$ cat src/rtl/alu_seq.sv
// ============================================================================
//  Module   : alu_seq
//  Purpose  : Handshaked multi-cycle ALU with bit-serial shifts/rotate and an
//             iterative shift-add multiplier.
//  Revision : 1.0  initial release
// ============================================================================
`default_nettype none

module alu_seq #(
    parameter int WIDTH = 16,
    parameter int SHW   = 4
) (
    input  logic             clk,
    input  logic             rst_n,
    input  logic             in_valid,
    output logic             in_ready,
    input  logic [4:0]       op,
    input  logic [WIDTH-1:0] a,
    input  logic [WIDTH-1:0] b,
    input  logic             cin,
    output logic             out_valid,
    input  logic             out_ready,
    output logic [WIDTH-1:0] y,
    output logic             z,
    output logic             n,
    output logic             c,
    output logic             v,
    output logic             err
);

    localparam logic [4:0] OP_ADD = 5'h00;
    localparam logic [4:0] OP_ADC = 5'h01;
    localparam logic [4:0] OP_SUB = 5'h02;
    localparam logic [4:0] OP_SBC = 5'h03;
    localparam logic [4:0] OP_AND = 5'h04;
    localparam logic [4:0] OP_OR  = 5'h05;
    localparam logic [4:0] OP_XOR = 5'h06;
    localparam logic [4:0] OP_NOT = 5'h07;
    localparam logic [4:0] OP_LSR = 5'h08;
    localparam logic [4:0] OP_LSL = 5'h09;
    localparam logic [4:0] OP_ASR = 5'h0A;
    localparam logic [4:0] OP_ROR = 5'h0B;
    localparam logic [4:0] OP_MUL = 5'h0C;
    localparam logic [4:0] OP_CMP = 5'h0D;

    localparam logic [SHW:0] CNT_ONE = (SHW+1)'(1);
    localparam logic [SHW:0] CNT_MUL = (SHW+1)'(WIDTH);

    typedef enum logic [1:0] {
        S_IDLE = 2'd0,
        S_EXEC = 2'd1,
        S_DONE = 2'd2
    } state_t;

    state_t             state;
    logic [4:0]         op_r;
    logic [WIDTH-1:0]   a_r;
    logic [WIDTH-1:0]   b_r;
    logic               cin_r;
    logic [SHW:0]       cnt;
    logic [2*WIDTH-1:0] prod;
    logic [2*WIDTH-1:0] mcand;

    logic [WIDTH-1:0]   add_b;
    logic               add_cin;
    logic [WIDTH:0]     sum;
    logic               ovf;
    logic [WIDTH-1:0]   sh_nxt;
    logic               sh_out;
    logic               is_shift;
    logic [2*WIDTH-1:0] prod_nxt;

    logic               done_now;
    logic               upd_y;
    logic [WIDTH-1:0]   res_y;
    logic               res_c;
    logic               res_v;
    logic               res_err;

    // Subtraction is a + ~b + carry-in, so the carry out is directly NOT borrow.
    always_comb begin
        add_b   = b_r;
        add_cin = 1'b0;
        case (op_r)
            OP_ADC:         add_cin = cin_r;
            OP_SUB, OP_CMP: begin add_b = ~b_r; add_cin = 1'b1;  end
            OP_SBC:         begin add_b = ~b_r; add_cin = cin_r; end
            default:        ;
        endcase
        sum = {1'b0, a_r} + {1'b0, add_b} + {{WIDTH{1'b0}}, add_cin};
        ovf = (a_r[WIDTH-1] == add_b[WIDTH-1]) && (sum[WIDTH-1] != a_r[WIDTH-1]);
    end

    always_comb begin
        sh_nxt   = a_r;
        sh_out   = 1'b0;
        is_shift = 1'b1;
        case (op_r)
            OP_LSR:  begin sh_nxt = {1'b0, a_r[WIDTH-1:1]};          sh_out = a_r[0];       end
            OP_LSL:  begin sh_nxt = {a_r[WIDTH-2:0], 1'b0};          sh_out = a_r[WIDTH-1]; end
            OP_ASR:  begin sh_nxt = {a_r[WIDTH-1], a_r[WIDTH-1:1]};  sh_out = a_r[0];       end
            OP_ROR:  begin sh_nxt = {a_r[0], a_r[WIDTH-1:1]};        sh_out = a_r[0];       end
            default: is_shift = 1'b0;
        endcase
        prod_nxt = prod + (b_r[0] ? mcand : {2*WIDTH{1'b0}});
    end

    always_comb begin
        done_now = 1'b0;
        upd_y    = 1'b1;
        res_y    = '0;
        res_c    = 1'b0;
        res_v    = 1'b0;
        res_err  = 1'b0;
        case (op_r)
            OP_ADD, OP_ADC, OP_SUB, OP_SBC, OP_CMP: begin
                done_now = 1'b1;
                upd_y    = (op_r != OP_CMP);
                res_y    = sum[WIDTH-1:0];
                res_c    = sum[WIDTH];
                res_v    = ovf;
            end
            OP_AND: begin done_now = 1'b1; res_y = a_r & b_r; end
            OP_OR:  begin done_now = 1'b1; res_y = a_r | b_r; end
            OP_XOR: begin done_now = 1'b1; res_y = a_r ^ b_r; end
            OP_NOT: begin done_now = 1'b1; res_y = ~a_r;      end
            OP_LSR, OP_LSL, OP_ASR, OP_ROR: begin
                if (cnt == '0) begin
                    done_now = 1'b1;
                    res_y    = a_r;
                end else begin
                    done_now = (cnt == CNT_ONE);
                    res_y    = sh_nxt;
                    res_c    = sh_out;
                end
            end
            OP_MUL: begin
                done_now = (cnt == CNT_ONE);
                res_y    = prod_nxt[WIDTH-1:0];
                res_c    = |prod_nxt[2*WIDTH-1:WIDTH];
            end
            default: begin
                done_now = 1'b1;
                res_err  = 1'b1;
            end
        endcase
    end

    always_ff @(posedge clk or negedge rst_n) begin
        if (!rst_n) begin
            state     <= S_IDLE;
            in_ready  <= 1'b1;
            out_valid <= 1'b0;
            y         <= '0;
            z         <= 1'b0;
            n         <= 1'b0;
            c         <= 1'b0;
            v         <= 1'b0;
            err       <= 1'b0;
            op_r      <= '0;
            a_r       <= '0;
            b_r       <= '0;
            cin_r     <= 1'b0;
            cnt       <= '0;
            prod      <= '0;
            mcand     <= '0;
        end else begin
            case (state)
                S_IDLE: begin
                    if (in_valid) begin
                        op_r     <= op;
                        a_r      <= a;
                        b_r      <= b;
                        cin_r    <= cin;
                        cnt      <= (op == OP_MUL) ? CNT_MUL : {1'b0, b[SHW-1:0]};
                        prod     <= '0;
                        mcand    <= {{WIDTH{1'b0}}, a};
                        in_ready <= 1'b0;
                        state    <= S_EXEC;
                    end
                end
                S_EXEC: begin
                    if (is_shift && cnt != '0) begin
                        a_r <= sh_nxt;
                        cnt <= cnt - CNT_ONE;
                    end
                    if (op_r == OP_MUL) begin
                        prod  <= prod_nxt;
                        mcand <= mcand << 1;
                        b_r   <= b_r >> 1;
                        cnt   <= cnt - CNT_ONE;
                    end
                    if (done_now) begin
                        if (upd_y)
                            y <= res_y;
                        z         <= (res_y == '0);
                        n         <= res_y[WIDTH-1];
                        c         <= res_c;
                        v         <= res_v;
                        err       <= res_err;
                        out_valid <= 1'b1;
                        state     <= S_DONE;
                    end
                end
                S_DONE: begin
                    if (out_ready) begin
                        out_valid <= 1'b0;
                        in_ready  <= 1'b1;
                        state     <= S_IDLE;
                    end
                end
                default: begin
                    out_valid <= 1'b0;
                    in_ready  <= 1'b1;
                    state     <= S_IDLE;
                end
            endcase
        end
    end

endmodule

`default_nettype wire

$ cat config.mk
export PLATFORM = sky130hd
export DESIGN_NAME = alu_seq
export DESIGN_NICKNAME = d
export VERILOG_FILES = /design/src/rtl/alu_seq.sv
export SDC_FILE = /design/constraint.sdc
export NUM_CORES = 1
export LEC_CHECK = 0
export BUFFER_PORTS_ARGS = -buffer_cell sky130_fd_sc_hd__buf_2
export CAP_MARGIN = 20
export CORE_MARGIN = 2
export CORE_UTILIZATION = 53
export CTS_BUF_LIST = sky130_fd_sc_hd__clkbuf_8
export CTS_CLUSTER_DIAMETER = 80
export DETAILED_ROUTE_END_ITERATION = 16
export PLACE_DENSITY = 0.75
export SETUP_SLACK_MARGIN = 0.02
export SYNTH_ARGS = -nofsm -noshare
export SYNTH_HDL_FRONTEND = slang
export SYNTH_SLANG_ARGS = --single-unit
$ cat constraint.sdc
create_clock -name clk -period 5 [get_ports clk]
set_clock_uncertainty 0.15 [all_clocks]
set_input_delay 0.5 -clock clk [delete_from_list [all_inputs] [get_ports clk]]
set_output_delay 0.5 -clock clk [all_outputs]
set_load 0.02 [all_outputs]
==> flow_summary.html, run 1 <==
<table>
<tr><th>Metric</th><th>Value</th></tr>
<tr><th colspan="2">Clock network</th></tr>
<tr><td>CTS Buf Count</td><td>17</td></tr>
<tr><td>Insertion delay of the later-clocked pin in the worst-skew pair</td><td>480 ps</td></tr>
<tr><td>Clock Pin Slew Worst Setup and Hold Paths</td><td>90 ps</td></tr>
<tr><td>Clock Path Buffers</td><td>2</td></tr>
<tr><td>Total number of H-tree levels</td><td>4</td></tr>
<tr><td>TritonCTS sink count</td><td>132</td></tr>
<tr><td>Number of cells upsized or downsized after cts</td><td>0</td></tr>
<tr><td>TritonCTS clock tree</td><td>built</td></tr>
<tr><td>Clock Root Buffer</td><td>sky130_fd_sc_hd__clkbuf_8</td></tr>
<tr><th colspan="2">Cells and area</th></tr>
<tr><td>Final core utilization</td><td>0.586</td></tr>
<tr><td>Layout net count</td><td>1424</td></tr>
<tr><td>Layout cells sized above 1</td><td>0.115</td></tr>
<tr><td>Growth of design area from synthesis to finish</td><td>8.40%</td></tr>
<tr><td>Number of diodes</td><td>0</td></tr>
<tr><th colspan="2">Detailed routing</th></tr>
<tr><td>Drt pass-1 iters</td><td>5</td></tr>
<tr><td>Average detailed-routed wire length per instance</td><td>17.9 um</td></tr>
<tr><td>Vias per std cell</td><td>6.00</td></tr>
<tr><td>Antenna-violating nets left</td><td>0</td></tr>
<tr><td>Number of DRC violations after detailed-routing iteration 0</td><td>684</td></tr>
<tr><td>Vias after detailed routing</td><td>9460</td></tr>
<tr><td>WL final</td><td>28200 um</td></tr>
<tr><td>Drt drc</td><td>0</td></tr>
<tr><th colspan="2">Placed design</th></tr>
<tr><td>IO buf count</td><td>64</td></tr>
<tr><td>Half-perimeter wire length after detailed placement</td><td>20700 um</td></tr>
<tr><td>Final estimated routing congestion in global placement</td><td>0.897</td></tr>
<tr><td>Minimum setup slack after placement</td><td>846 ps</td></tr>
<tr><th colspan="2">Setup path</th></tr>
<tr><td>Path depth of the worst reg2reg path</td><td>14</td></tr>
<tr><td>Crit path buf inv count</td><td>0</td></tr>
<tr><td>Data required time at the worst endpoint</td><td>5200 ps</td></tr>
<tr><td>Worst r2r src</td><td>op_r[2]$_DFFE_PN0P_</td></tr>
<tr><td>Highest net fanout along the worst path</td><td>9</td></tr>
<tr><td>Crit end category</td><td>flop</td></tr>
<tr><td>Cell-by-cell listing of the critical path</td><td>nand4b_1, a21oi_2, xnor2_1, fa_1, fa_1, a211oi_2, o211ai_1, a41oi_1, o21ai_1, a21oi_1, o41ai_1, or3_1, a21oi_1, a21oi_1</td></tr>
<tr><td>Destination of the worst register-to-register timing path</td><td>c$_DFFE_PN0P_</td></tr>
<tr><td>Setup slack, reg-to-reg</td><td>800 ps</td></tr>
<tr><td>Cell type group with the largest total delay on the critical path</td><td>compound AO/OA/AOI/OAI gates</td></tr>
<tr><td>Crit-path slowest cell</td><td>sky130_fd_sc_hd__dfrtp_1</td></tr>
<tr><td>Sort of element at the start of the critical path</td><td>flop</td></tr>
<tr><td>Data arrival, critical path</td><td>4390 ps</td></tr>
<tr><td>Delay of the slowest cell on the worst path</td><td>490 ps</td></tr>
<tr><td>Most frequent cell on the critical path</td><td>sky130_fd_sc_hd__a21oi_1</td></tr>
<tr><td>Critical path start-end classification</td><td>flop to flop</td></tr>
<tr><th colspan="2">Synth</th></tr>
<tr><td>Count leader, synth</td><td>sky130_fd_sc_hd__nand2_1</td></tr>
<tr><td>Sequential cell area fraction in the yosys report</td><td>0.314</td></tr>
<tr><td>Net Count, Synth</td><td>1406</td></tr>
<tr><td>Synth top area share</td><td>0.312</td></tr>
<tr><td>Most frequent cells after synthesis</td><td>204 x sky130_fd_sc_hd__nand2_1, 131 x sky130_fd_sc_hd__dfrtp_1, 101 x sky130_fd_sc_hd__a21oi_1, 95 x sky130_fd_sc_hd__o21ai_0, 81 x sky130_fd_sc_hd__nor2_1</td></tr>
<tr><td>Cells taking the most area after synthesis</td><td>sky130_fd_sc_hd__dfrtp_1 31%, sky130_fd_sc_hd__ha_1 9.5%, sky130_fd_sc_hd__nand2_1 7.3%, sky130_fd_sc_hd__mux2i_1 5.5%, sky130_fd_sc_hd__a21oi_1 4.8%</td></tr>
<tr><td>Synthesis-stage register bit count</td><td>132</td></tr>
<tr><td>Synth Cell Area</td><td>0.0105 mm^2</td></tr>
<tr><td>Warnings, synthesis</td><td>0</td></tr>
<tr><td>Mean instance size in the synthesized netlist</td><td>8.21 um^2</td></tr>
<tr><td>Fraction of registers with async set or reset after synthesis</td><td>1.00</td></tr>
<tr><td>Library cell occupying the most area in the post-synthesis netlist</td><td>sky130_fd_sc_hd__dfrtp_1</td></tr>
<tr><td>Number of enable flip-flop cells after synthesis</td><td>0</td></tr>
<tr><td>Instance count of the mapped netlist</td><td>1281</td></tr>
<tr><td>Synth unique cells</td><td>83</td></tr>
<tr><td>Top FF cell, synth</td><td>sky130_fd_sc_hd__dfrtp_1</td></tr>
<tr><th colspan="2">STA</th></tr>
<tr><td>Max Clk Rate</td><td>238 MHz</td></tr>
<tr><td>Setup repair after global routing missed its margin</td><td>false</td></tr>
<tr><td>Final clock period utilization by the worst path</td><td>0.840</td></tr>
<tr><td>Final number of max-transition violations</td><td>0</td></tr>
<tr><td>Number of hold-slack violations in the final timing report</td><td>0</td></tr>
<tr><td>Final-report setup violation count</td><td>0</td></tr>
<tr><td>Min cycle time layout</td><td>4200 ps</td></tr>
<tr><td>Tightest hold margin</td><td>56.0 ps</td></tr>
<tr><td>Remaining max-slew budget at the tightest pin</td><td>0.265</td></tr>
<tr><td>Post-route setup slack</td><td>801 ps</td></tr>
<tr><td>Slew at the pin closest to its max-slew limit</td><td>1100 ps</td></tr>
<tr><td>Summed negative setup slack over all endpoints</td><td>0 ps</td></tr>
<tr><th colspan="2">Job</th></tr>
<tr><td>Number of violations of the max-capacitance limit</td><td>0</td></tr>
<tr><th colspan="2">Power</th></tr>
<tr><td>Flop pwr share</td><td>0.254</td></tr>
<tr><td>Gate power share</td><td>0.611</td></tr>
<tr><td>Overall Power</td><td>7.34 mW</td></tr>
<tr><td>Power Dens Cells</td><td>643 mW/mm^2</td></tr>
<tr><td>Internal power summed over all cells</td><td>3.69 mW</td></tr>
<tr><td>Switching portion of total power</td><td>0.497</td></tr>
<tr><td>Clock power frac</td><td>0.135</td></tr>
<tr><td>Maximum vdd drop</td><td>0.000318 V</td></tr>
<tr><td>Switching power of the nets</td><td>3.64 mW</td></tr>
<tr><td>Leakage power</td><td>5.41 nW</td></tr>
<tr><th colspan="2">Floorplanning</th></tr>
<tr><td>Area of the core region</td><td>0.0195 mm^2</td></tr>
<tr><td>Die height</td><td>145 um</td></tr>
<tr><td>Full die area</td><td>0.0210 mm^2</td></tr>
<tr><td>Die X-Extent</td><td>145 um</td></tr>
<tr><td>Number of rows created at floorplan</td><td>51</td></tr>
<tr><td>Effective utilization at floorplan</td><td>0.541</td></tr>
<tr><td>Num ports</td><td>65</td></tr>
<tr><th colspan="2">Hold path</th></tr>
<tr><td>Hold wc startpoint</td><td>cin</td></tr>
<tr><td>Classification of the worst-slack hold path</td><td>input port to flop</td></tr>
<tr><td>Hold Path Depth</td><td>3</td></tr>
<tr><td>Endpoint of the worst hold-timing path</td><td>cin_r$_DFFE_PN0P_</td></tr>
<tr><th colspan="2">Status</th></tr>
<tr><td>Outcome</td><td>completed</td></tr>
<tr><th colspan="2">GRT</th></tr>
<tr><td>Number of global-route vias before repair</td><td>8989</td></tr>
<tr><td>Total global routing overflow</td><td>0</td></tr>
<tr><td>Global-route wire length before repair</td><td>46200 um</td></tr>
<tr><td>Number of antenna violations at the first check in global routing</td><td>0</td></tr>
<tr><td>Largest net degree at the start of global routing</td><td>94</td></tr>
<tr><td>Overall routing resource usage</td><td>0.280</td></tr>
</table>
## stage by stage
stage	instance area [um^2]	instances
floorplan	10500	1281
global placement	11000	1543
detailed placement	11000	1544
CTS	11400	1577
global route	11400	1577
finish	11400	1577
## layout by cell type, fill, tap and decap left out, types with 11 or more instances in the layout
cell type | netlist | routed
sky130_fd_sc_hd__a211oi_1 | 14 | 14
sky130_fd_sc_hd__a21o_1 | 18 | 18
sky130_fd_sc_hd__a21oi_1 | 101 | 100
sky130_fd_sc_hd__and2_1 | 36 | 36
sky130_fd_sc_hd__buf_2 | 19 | 63
sky130_fd_sc_hd__buf_4 | 4 | 16
sky130_fd_sc_hd__clkbuf_8 | 0 | 18
sky130_fd_sc_hd__dfrtp_1 | 131 | 130
sky130_fd_sc_hd__ha_1 | 80 | 80
sky130_fd_sc_hd__inv_1 | 50 | 51
sky130_fd_sc_hd__mux2i_1 | 58 | 58
sky130_fd_sc_hd__nand2_1 | 204 | 204
sky130_fd_sc_hd__nand3_1 | 40 | 40
sky130_fd_sc_hd__nand4_1 | 15 | 15
sky130_fd_sc_hd__nor2_1 | 81 | 78
sky130_fd_sc_hd__nor2b_1 | 12 | 11
sky130_fd_sc_hd__o211ai_1 | 17 | 17
sky130_fd_sc_hd__o21ai_0 | 95 | 95
sky130_fd_sc_hd__o21ai_1 | 14 | 14
sky130_fd_sc_hd__o22ai_1 | 17 | 17
sky130_fd_sc_hd__xnor2_1 | 36 | 36
sky130_fd_sc_hd__xor2_1 | 13 | 13
## registers in the layout, summed over array words and instances (netlist names)
name / count
mcand: 32
in_ready: 1
err: 1
cin_r: 1
op_r: 5
state: 2
prod: 32
a_r: 16
c: 1
b_r: 16
out_valid: 1
n: 1
z: 1
y: 16
cnt: 5
v: 1
## worst reg2reg max path, stage by stage (launching register included)
cell and delay, ps:
sky130_fd_sc_hd__dfrtp_1 490, sky130_fd_sc_hd__nand4b_1 250, sky130_fd_sc_hd__a21oi_2 260, sky130_fd_sc_hd__xnor2_1 110, sky130_fd_sc_hd__fa_1 440, sky130_fd_sc_hd__fa_1 450
sky130_fd_sc_hd__a211oi_2 280, sky130_fd_sc_hd__o211ai_1 180, sky130_fd_sc_hd__a41oi_1 340, sky130_fd_sc_hd__o21ai_1 160, sky130_fd_sc_hd__a21oi_1 250, sky130_fd_sc_hd__o41ai_1 140
sky130_fd_sc_hd__or3_1 350, sky130_fd_sc_hd__a21oi_1 130, sky130_fd_sc_hd__a21oi_1 90
## layout make-up
class                      instances  area (um^2)
fill                            1768         8060
multi-input combinational       1016         6690
clock buffer                      18          248
clock inverter                    14          174
tap                              265          332
sequential                       132         3310
inverter                          50          188
timing repair buffer              82          472
## worst max path at each step
stage,from,to,cells after the start
floorplan,op_r[1]$_DFFE_PN0P_,c$_DFFE_PN0P_,18
global placement,op_r[1]$_DFFE_PN0P_,c$_DFFE_PN0P_,14
detailed placement,op_r[2]$_DFFE_PN0P_,c$_DFFE_PN0P_,14
CTS,op_r[2]$_DFFE_PN0P_,c$_DFFE_PN0P_,14
global route,op_r[2]$_DFFE_PN0P_,c$_DFFE_PN0P_,14
finish,op_r[2]$_DFFE_PN0P_,c$_DFFE_PN0P_,14
## power groups by stage
stage               Clock, mW  Combinational, mW  Sequential (mW)
finish                  0.988               4.48             1.86
global route             1.06               4.97             1.92
CTS                      1.01               4.45             1.85
detailed placement          0               4.41             1.87
global placement            0               4.33             1.86
floorplan                   0               3.41             1.81
## cell families (layout without fill, tap and decap cells)
logic type,count (synthesis),in the layout,synth area share
AND/OR/NAND/NOR,450,450,0.201
AO/OA/AOI/OAI,372,372,0.228
buffers and inverters,133,164,0.0544
flip-flops,132,132,0.314
adder cells (fa/ha/maj),83,83,0.101
multiplexers,62,62,0.0605
XOR/XNOR,49,49,0.0408
## metal layers
metal / routed length (um) / GRT usage
met1: 12900 / 0.375
met2: 13300 / 0.460
met3: 1400 / 0.0533
met4: 623 / 0.0874
met5: 0 / 0
## what timing repair did
item                                   in CTS  in global routing
hold buffers                                1                  0
endpoints found under the hold margin       3                  0
buffers inserted                            0                  0
Note: power is estimated with default switching activity, not from simulation.
==> run 2: changes to the inputs <==
--- a/config.mk
+++ b/config.mk
@@ -5,6 +5,7 @@
 export SDC_FILE = /design/constraint.sdc
 export NUM_CORES = 1
 export LEC_CHECK = 0
+export ABC_AREA = 1
 export BUFFER_PORTS_ARGS = -buffer_cell sky130_fd_sc_hd__buf_2
 export CAP_MARGIN = 20
 export CORE_MARGIN = 2
@@ -12,7 +13,7 @@
 export CTS_BUF_LIST = sky130_fd_sc_hd__clkbuf_8
 export CTS_CLUSTER_DIAMETER = 80
 export DETAILED_ROUTE_END_ITERATION = 16
-export PLACE_DENSITY = 0.75
+export PLACE_DENSITY = 0.78
 export SETUP_SLACK_MARGIN = 0.02
 export SYNTH_ARGS = -nofsm -noshare
 export SYNTH_HDL_FRONTEND = slang
==> constraint.sdc (replaced) <==
create_clock -name clk -period 3.6 [get_ports clk]
set_clock_uncertainty 0.15 [all_clocks]
set_input_delay 0.36 -clock clk [delete_from_list [all_inputs] [get_ports clk]]
set_output_delay 0.36 -clock clk [all_outputs]
set_load 0.02 [all_outputs]
==> flow_summary.html, run 2 <==
<table>
<tr><th>Metric</th><th>Value</th></tr>
<tr><th colspan="2">Setup path</th></tr>
<tr><td>Data required time at the worst endpoint</td><td>3840 ps (was 5200 ps)</td></tr>
<tr><td>Cell-by-cell listing of the critical path</td><td>inv_2, nand3_4, nor2_4, inv_2, o21ai_4, xor2_1, inv_1, fa_2, fa_2, nand3_1, nand3_2, or2_2, nand3_1, nand3_1, nor2_1, nand2_1, nor2_1, nand4_1, o21ai_1 (was nand4b_1, a21oi_2, xnor2_1, fa_1, fa_1, a211oi_2, o211ai_1, a41oi_1, o21ai_1, a21oi_1, o41ai_1, or3_1, a21oi_1, a21oi_1)</td></tr>
<tr><td>Crit-path slowest cell</td><td>sky130_fd_sc_hd__dfrtp_1 (unchanged)</td></tr>
<tr><td>Crit end category</td><td>flop (unchanged)</td></tr>
<tr><td>Most frequent cell on the critical path</td><td>sky130_fd_sc_hd__nand3_1 (was sky130_fd_sc_hd__a21oi_1)</td></tr>
<tr><td>Delay of the slowest cell on the worst path</td><td>400 ps (was 490 ps)</td></tr>
<tr><td>Data arrival, critical path</td><td>3570 ps (was 4390 ps)</td></tr>
<tr><td>Cell type group with the largest total delay on the critical path</td><td>simple AND/OR/NAND/NOR gates (was compound AO/OA/AOI/OAI gates)</td></tr>
<tr><td>Highest net fanout along the worst path</td><td>4 (was 9)</td></tr>
<tr><td>Sort of element at the start of the critical path</td><td>flop (unchanged)</td></tr>
<tr><td>Crit path buf inv count</td><td>3 (was 0)</td></tr>
<tr><td>Critical path start-end classification</td><td>flop to flop (unchanged)</td></tr>
<tr><th colspan="2">Job</th></tr>
<tr><td>Number of violations of the max-capacitance limit</td><td>0 (unchanged)</td></tr>
<tr><th colspan="2">GRT</th></tr>
<tr><td>Number of antenna violations at the first check in global routing</td><td>0 (unchanged)</td></tr>
<tr><td>Overall routing resource usage</td><td>0.309 (was 0.280)</td></tr>
<tr><td>Total global routing overflow</td><td>0 (unchanged)</td></tr>
<tr><td>Global-route wire length before repair</td><td>53300 um (was 46200 um)</td></tr>
<tr><td>Largest net degree at the start of global routing</td><td>79 (was 94)</td></tr>
<tr><td>Number of global-route vias before repair</td><td>10400 (was 8989)</td></tr>
<tr><th colspan="2">Synth</th></tr>
<tr><td>Warnings, synthesis</td><td>0 (unchanged)</td></tr>
<tr><td>Number of enable flip-flop cells after synthesis</td><td>0 (unchanged)</td></tr>
<tr><td>Mean instance size in the synthesized netlist</td><td>6.59 um^2 (was 8.21 um^2)</td></tr>
<tr><td>Instance count of the mapped netlist</td><td>1647 (was 1281)</td></tr>
<tr><td>Sequential cell area fraction in the yosys report</td><td>0.304 (was 0.314)</td></tr>
<tr><td>Library cell occupying the most area in the post-synthesis netlist</td><td>sky130_fd_sc_hd__dfrtp_1 (unchanged)</td></tr>
<tr><td>Fraction of registers with async set or reset after synthesis</td><td>1.00 (unchanged)</td></tr>
<tr><td>Cells taking the most area after synthesis</td><td>sky130_fd_sc_hd__dfrtp_1 30%, sky130_fd_sc_hd__nand2_1 18%, sky130_fd_sc_hd__ha_1 9.2%, sky130_fd_sc_hd__inv_1 8.7%, sky130_fd_sc_hd__o21ai_0 4.7% (was sky130_fd_sc_hd__dfrtp_1 31%, sky130_fd_sc_hd__ha_1 9.5%, sky130_fd_sc_hd__nand2_1 7.3%, sky130_fd_sc_hd__mux2i_1 5.5%, sky130_fd_sc_hd__a21oi_1 4.8%)</td></tr>
<tr><td>Synth unique cells</td><td>49 (was 83)</td></tr>
<tr><td>Top FF cell, synth</td><td>sky130_fd_sc_hd__dfrtp_1 (unchanged)</td></tr>
<tr><td>Net Count, Synth</td><td>1772 (was 1406)</td></tr>
<tr><td>Synthesis-stage register bit count</td><td>132 (unchanged)</td></tr>
<tr><td>Synth top area share</td><td>0.302 (was 0.312)</td></tr>
<tr><td>Count leader, synth</td><td>sky130_fd_sc_hd__nand2_1 (unchanged)</td></tr>
<tr><td>Synth Cell Area</td><td>0.0109 mm^2 (was 0.0105 mm^2)</td></tr>
<tr><td>Most frequent cells after synthesis</td><td>528 x sky130_fd_sc_hd__nand2_1, 253 x sky130_fd_sc_hd__inv_1, 131 x sky130_fd_sc_hd__dfrtp_1, 125 x sky130_fd_sc_hd__nor2_1, 101 x sky130_fd_sc_hd__o21ai_0 (was 204 x sky130_fd_sc_hd__nand2_1, 131 x sky130_fd_sc_hd__dfrtp_1, 101 x sky130_fd_sc_hd__a21oi_1, 95 x sky130_fd_sc_hd__o21ai_0, 81 x sky130_fd_sc_hd__nor2_1)</td></tr>
<tr><th colspan="2">STA</th></tr>
<tr><td>Min cycle time layout</td><td>3330 ps (was 4200 ps)</td></tr>
<tr><td>Number of hold-slack violations in the final timing report</td><td>2 (was 0)</td></tr>
<tr><td>Slew at the pin closest to its max-slew limit</td><td>763 ps (was 1100 ps)</td></tr>
<tr><td>Final-report setup violation count</td><td>0 (unchanged)</td></tr>
<tr><td>Final number of max-transition violations</td><td>0 (unchanged)</td></tr>
<tr><td>Summed negative setup slack over all endpoints</td><td>0 ps (unchanged)</td></tr>
<tr><td>Final clock period utilization by the worst path</td><td>0.926 (was 0.840)</td></tr>
<tr><td>Max Clk Rate</td><td>300 MHz (was 238 MHz)</td></tr>
<tr><td>Tightest hold margin</td><td>-2.78 ps (was 56.0 ps)</td></tr>
<tr><td>Setup repair after global routing missed its margin</td><td>false (unchanged)</td></tr>
<tr><td>Remaining max-slew budget at the tightest pin</td><td>0.491 (was 0.265)</td></tr>
<tr><th colspan="2">Cells and area</th></tr>
<tr><td>Biggest registers after layout</td><td>mcand x32, prod x32 (unchanged)</td></tr>
<tr><td>Growth of design area from synthesis to finish</td><td>9.64% (was 8.40%)</td></tr>
<tr><td>Most common cell after layout, fill and taps aside</td><td>sky130_fd_sc_hd__nand2_1 (unchanged)</td></tr>
<tr><td>Number of diodes</td><td>0 (unchanged)</td></tr>
<tr><td>Commonest cells after routing, fill and taps aside</td><td>528 x sky130_fd_sc_hd__nand2_1, 256 x sky130_fd_sc_hd__inv_1, 130 x sky130_fd_sc_hd__dfrtp_1 (was 204 x sky130_fd_sc_hd__nand2_1, 130 x sky130_fd_sc_hd__dfrtp_1, 100 x sky130_fd_sc_hd__a21oi_1)</td></tr>
<tr><td>Final core utilization</td><td>0.590 (was 0.586)</td></tr>
<tr><td>Layout cells sized above 1</td><td>0.0953 (was 0.115)</td></tr>
<tr><td>Layout net count</td><td>1833 (was 1424)</td></tr>
<tr><th colspan="2">Clock network</th></tr>
<tr><td>Insertion delay of the later-clocked pin in the worst-skew pair</td><td>470 ps (was 480 ps)</td></tr>
<tr><td>Clock Path Buffers</td><td>2 (unchanged)</td></tr>
<tr><td>CTS Buf Count</td><td>17 (unchanged)</td></tr>
<tr><td>Total number of H-tree levels</td><td>4 (unchanged)</td></tr>
<tr><td>TritonCTS clock tree</td><td>built (unchanged)</td></tr>
<tr><td>TritonCTS sink count</td><td>132 (unchanged)</td></tr>
<tr><td>Clock Root Buffer</td><td>sky130_fd_sc_hd__clkbuf_8 (unchanged)</td></tr>
<tr><td>Clock Pin Slew Worst Setup and Hold Paths</td><td>90 ps (about the same)</td></tr>
<tr><th colspan="2">Placed design</th></tr>
<tr><td>Final estimated routing congestion in global placement</td><td>0.967 (was 0.897)</td></tr>
<tr><td>Half-perimeter wire length after detailed placement</td><td>25100 um (was 20700 um)</td></tr>
<tr><td>IO buf count</td><td>64 (unchanged)</td></tr>
<tr><th colspan="2">Detailed routing</th></tr>
<tr><td>Wire length on met3</td><td>2490 um (was 1400 um)</td></tr>
<tr><td>Detailed-route wire length on metal 1</td><td>14300 um (was 12900 um)</td></tr>
<tr><td>Antenna-violating nets left</td><td>0 (unchanged)</td></tr>
<tr><td>Number of DRC violations after detailed-routing iteration 0</td><td>775 (was 684)</td></tr>
<tr><td>Drt drc</td><td>0 (unchanged)</td></tr>
<tr><td>Highest layer used for signal routing</td><td>met4 (unchanged)</td></tr>
<tr><td>Routed wire length on met2</td><td>15200 um (was 13300 um)</td></tr>
<tr><td>Drt pass-1 iters</td><td>8 (was 5)</td></tr>
<tr><td>Vias after detailed routing</td><td>10900 (was 9460)</td></tr>
<tr><td>Vias per std cell</td><td>5.48 (was 6.00)</td></tr>
<tr><td>WL final</td><td>33100 um (was 28200 um)</td></tr>
<tr><td>Average detailed-routed wire length per instance</td><td>16.6 um (was 17.9 um)</td></tr>
<tr><th colspan="2">Power</th></tr>
<tr><td>Flop pwr share</td><td>0.253 (was 0.254)</td></tr>
<tr><td>Clock power frac</td><td>0.135 (about the same)</td></tr>
<tr><td>Power Dens Cells</td><td>791 mW/mm^2 (was 643 mW/mm^2)</td></tr>
<tr><td>Gate power share</td><td>0.612 (was 0.611)</td></tr>
<tr><td>Leakage power</td><td>6.65 nW (was 5.41 nW)</td></tr>
<tr><td>Switching portion of total power</td><td>0.526 (was 0.497)</td></tr>
<tr><td>Maximum vdd drop</td><td>0.000448 V (was 0.000318 V)</td></tr>
<tr><td>Switching power of the nets</td><td>4.96 mW (was 3.64 mW)</td></tr>
<tr><td>Internal power summed over all cells</td><td>4.46 mW (was 3.69 mW)</td></tr>
<tr><th colspan="2">Status</th></tr>
<tr><td>Violated checks</td><td>hold timing</td></tr>
<tr><td>Outcome</td><td>finished, violations left (was completed)</td></tr>
<tr><th colspan="2">Floorplanning</th></tr>
<tr><td>Die X-Extent</td><td>147 um (was 145 um)</td></tr>
<tr><td>Num ports</td><td>65 (unchanged)</td></tr>
<tr><td>Number of rows created at floorplan</td><td>52 (was 51)</td></tr>
<tr><td>Area of the core region</td><td>0.0202 mm^2 (was 0.0195 mm^2)</td></tr>
<tr><td>Die height</td><td>147 um (was 145 um)</td></tr>
<tr><td>Effective utilization at floorplan</td><td>0.539 (was 0.541)</td></tr>
<tr><td>Full die area</td><td>0.0217 mm^2 (was 0.0210 mm^2)</td></tr>
<tr><th colspan="2">Hold path</th></tr>
<tr><td>Classification of the worst-slack hold path</td><td>input port to flop (unchanged)</td></tr>
</table>
## run 2: changes by cell type in the layout (fill, tap and decap cells not counted), sizes merged, moves of 33 or more
cell / previous run / this run
inv: 55 / 273
nand3: 42 / 92
nor2: 82 / 135
and2: 36 / 2
nand2: 204 / 533
xnor2: 36 / 3
mux2i: 58 / 0
## run 2: cell type report
| class | instances | area (um^2) |
|---|---|---|
| clock buffer | 19 | 262 |
| inverter | 270 | 1020 |
| fill | 1981 | 8260 |
| timing repair buffer | 87 | 536 |
| multi-input combinational | 1200 | 6330 |
| tap | 270 | 338 |
| clock inverter | 12 | 118 |
| sequential | 132 | 3310 |
## run 2: worst paths after layout
kind | start | to | slack, ps | cells past startpoint
worst min-delay path | b[4] | b_r[4]$_DFFE_PN0P_ | -3 | 3
worst max-delay path | op_r[4]$_DFFE_PN0P_ | z$_DFFE_PN0P_ | 270 | 19
min in group asynchronous | rst_n | prod[26]$_DFFE_PN0P_ | 320 | 2
worst max register to register | op_r[4]$_DFFE_PN0P_ | z$_DFFE_PN0P_ | 270 | 19
max in group asynchronous | rst_n | op_r[2]$_DFFE_PN0P_ | 2170 | 3
worst min register to register | err$_DFFE_PN0P_ | err$_DFFE_PN0P_ | 340 | 2
## run 2: power by group through the flow
stage	logic (mW)	clock network, mW	registers, mW
after global routing	6.42	1.34	2.43
after detailed placement	5.55	0	2.39
after floorplan	4.01	0	2.38
final	5.77	1.28	2.38
after CTS	5.59	1.28	2.36
after global placement	5.47	0	2.37
## run 2: worst reg2reg max path, stage by stage (launching register included)
cell	delay, ps
sky130_fd_sc_hd__dfrtp_1	400
sky130_fd_sc_hd__inv_2	110
sky130_fd_sc_hd__nand3_4	110
sky130_fd_sc_hd__nor2_4	140
sky130_fd_sc_hd__inv_2	70
sky130_fd_sc_hd__o21ai_4	70
sky130_fd_sc_hd__xor2_1	160
sky130_fd_sc_hd__inv_1	80
sky130_fd_sc_hd__fa_2	390
sky130_fd_sc_hd__fa_2	360
sky130_fd_sc_hd__nand3_1	100
sky130_fd_sc_hd__nand3_2	110
sky130_fd_sc_hd__or2_2	290
sky130_fd_sc_hd__nand3_1	70
sky130_fd_sc_hd__nand3_1	100
sky130_fd_sc_hd__nor2_1	120
sky130_fd_sc_hd__nand2_1	70
sky130_fd_sc_hd__nor2_1	140
sky130_fd_sc_hd__nand4_1	90
sky130_fd_sc_hd__o21ai_1	140
## run 2: kinds of logic (layout without fill, tap and decap cells)
group                      count (synthesis)  after routing  synth area share
DFF                                      132            132             0.304
adders and majority gates                 83             83            0.0977
and+or+nand+nor                          802            802             0.307
AOI/OAI and AO/OA                        286            286             0.151
buffers and inverters                    315            388             0.117
xor gates and xnor gates                  28             28            0.0226
muxes                                      1              1           0.00104
## run 2: metal layers
metal | track usage | vias up
met5 | 0 | -
met4 | 0.119 | 0
met3 | 0.0522 | 80
met2 | 0.504 | 458
met1 | 0.413 | 4977
li1 | - | 5397
## run 2: timing repair
item                                   in CTS  in global routing
endpoints found under the hold margin      79                  0
hold buffers                                3                  0
resized for setup                           0                 11
pin swaps                                   0                  1
buffers inserted                            1                  1
setup endpoints to repair                   1                  4
cloned                                      0                  0
## run 2: per-stage QoR
stage          instance area, um^2  total power [mW]  setup WS (ps)  instances
2_1_floorplan                10900              6.39            243       1647
3_3_place_gp                 11400              7.84            135       1953
3_5_place_dp                 11400              7.94           32.2       1953
4_1_cts                      11800              9.23           89.8       1988
5_1_grt                      11900              10.2           36.7       1990
6_report                     11900              9.42            267       1990
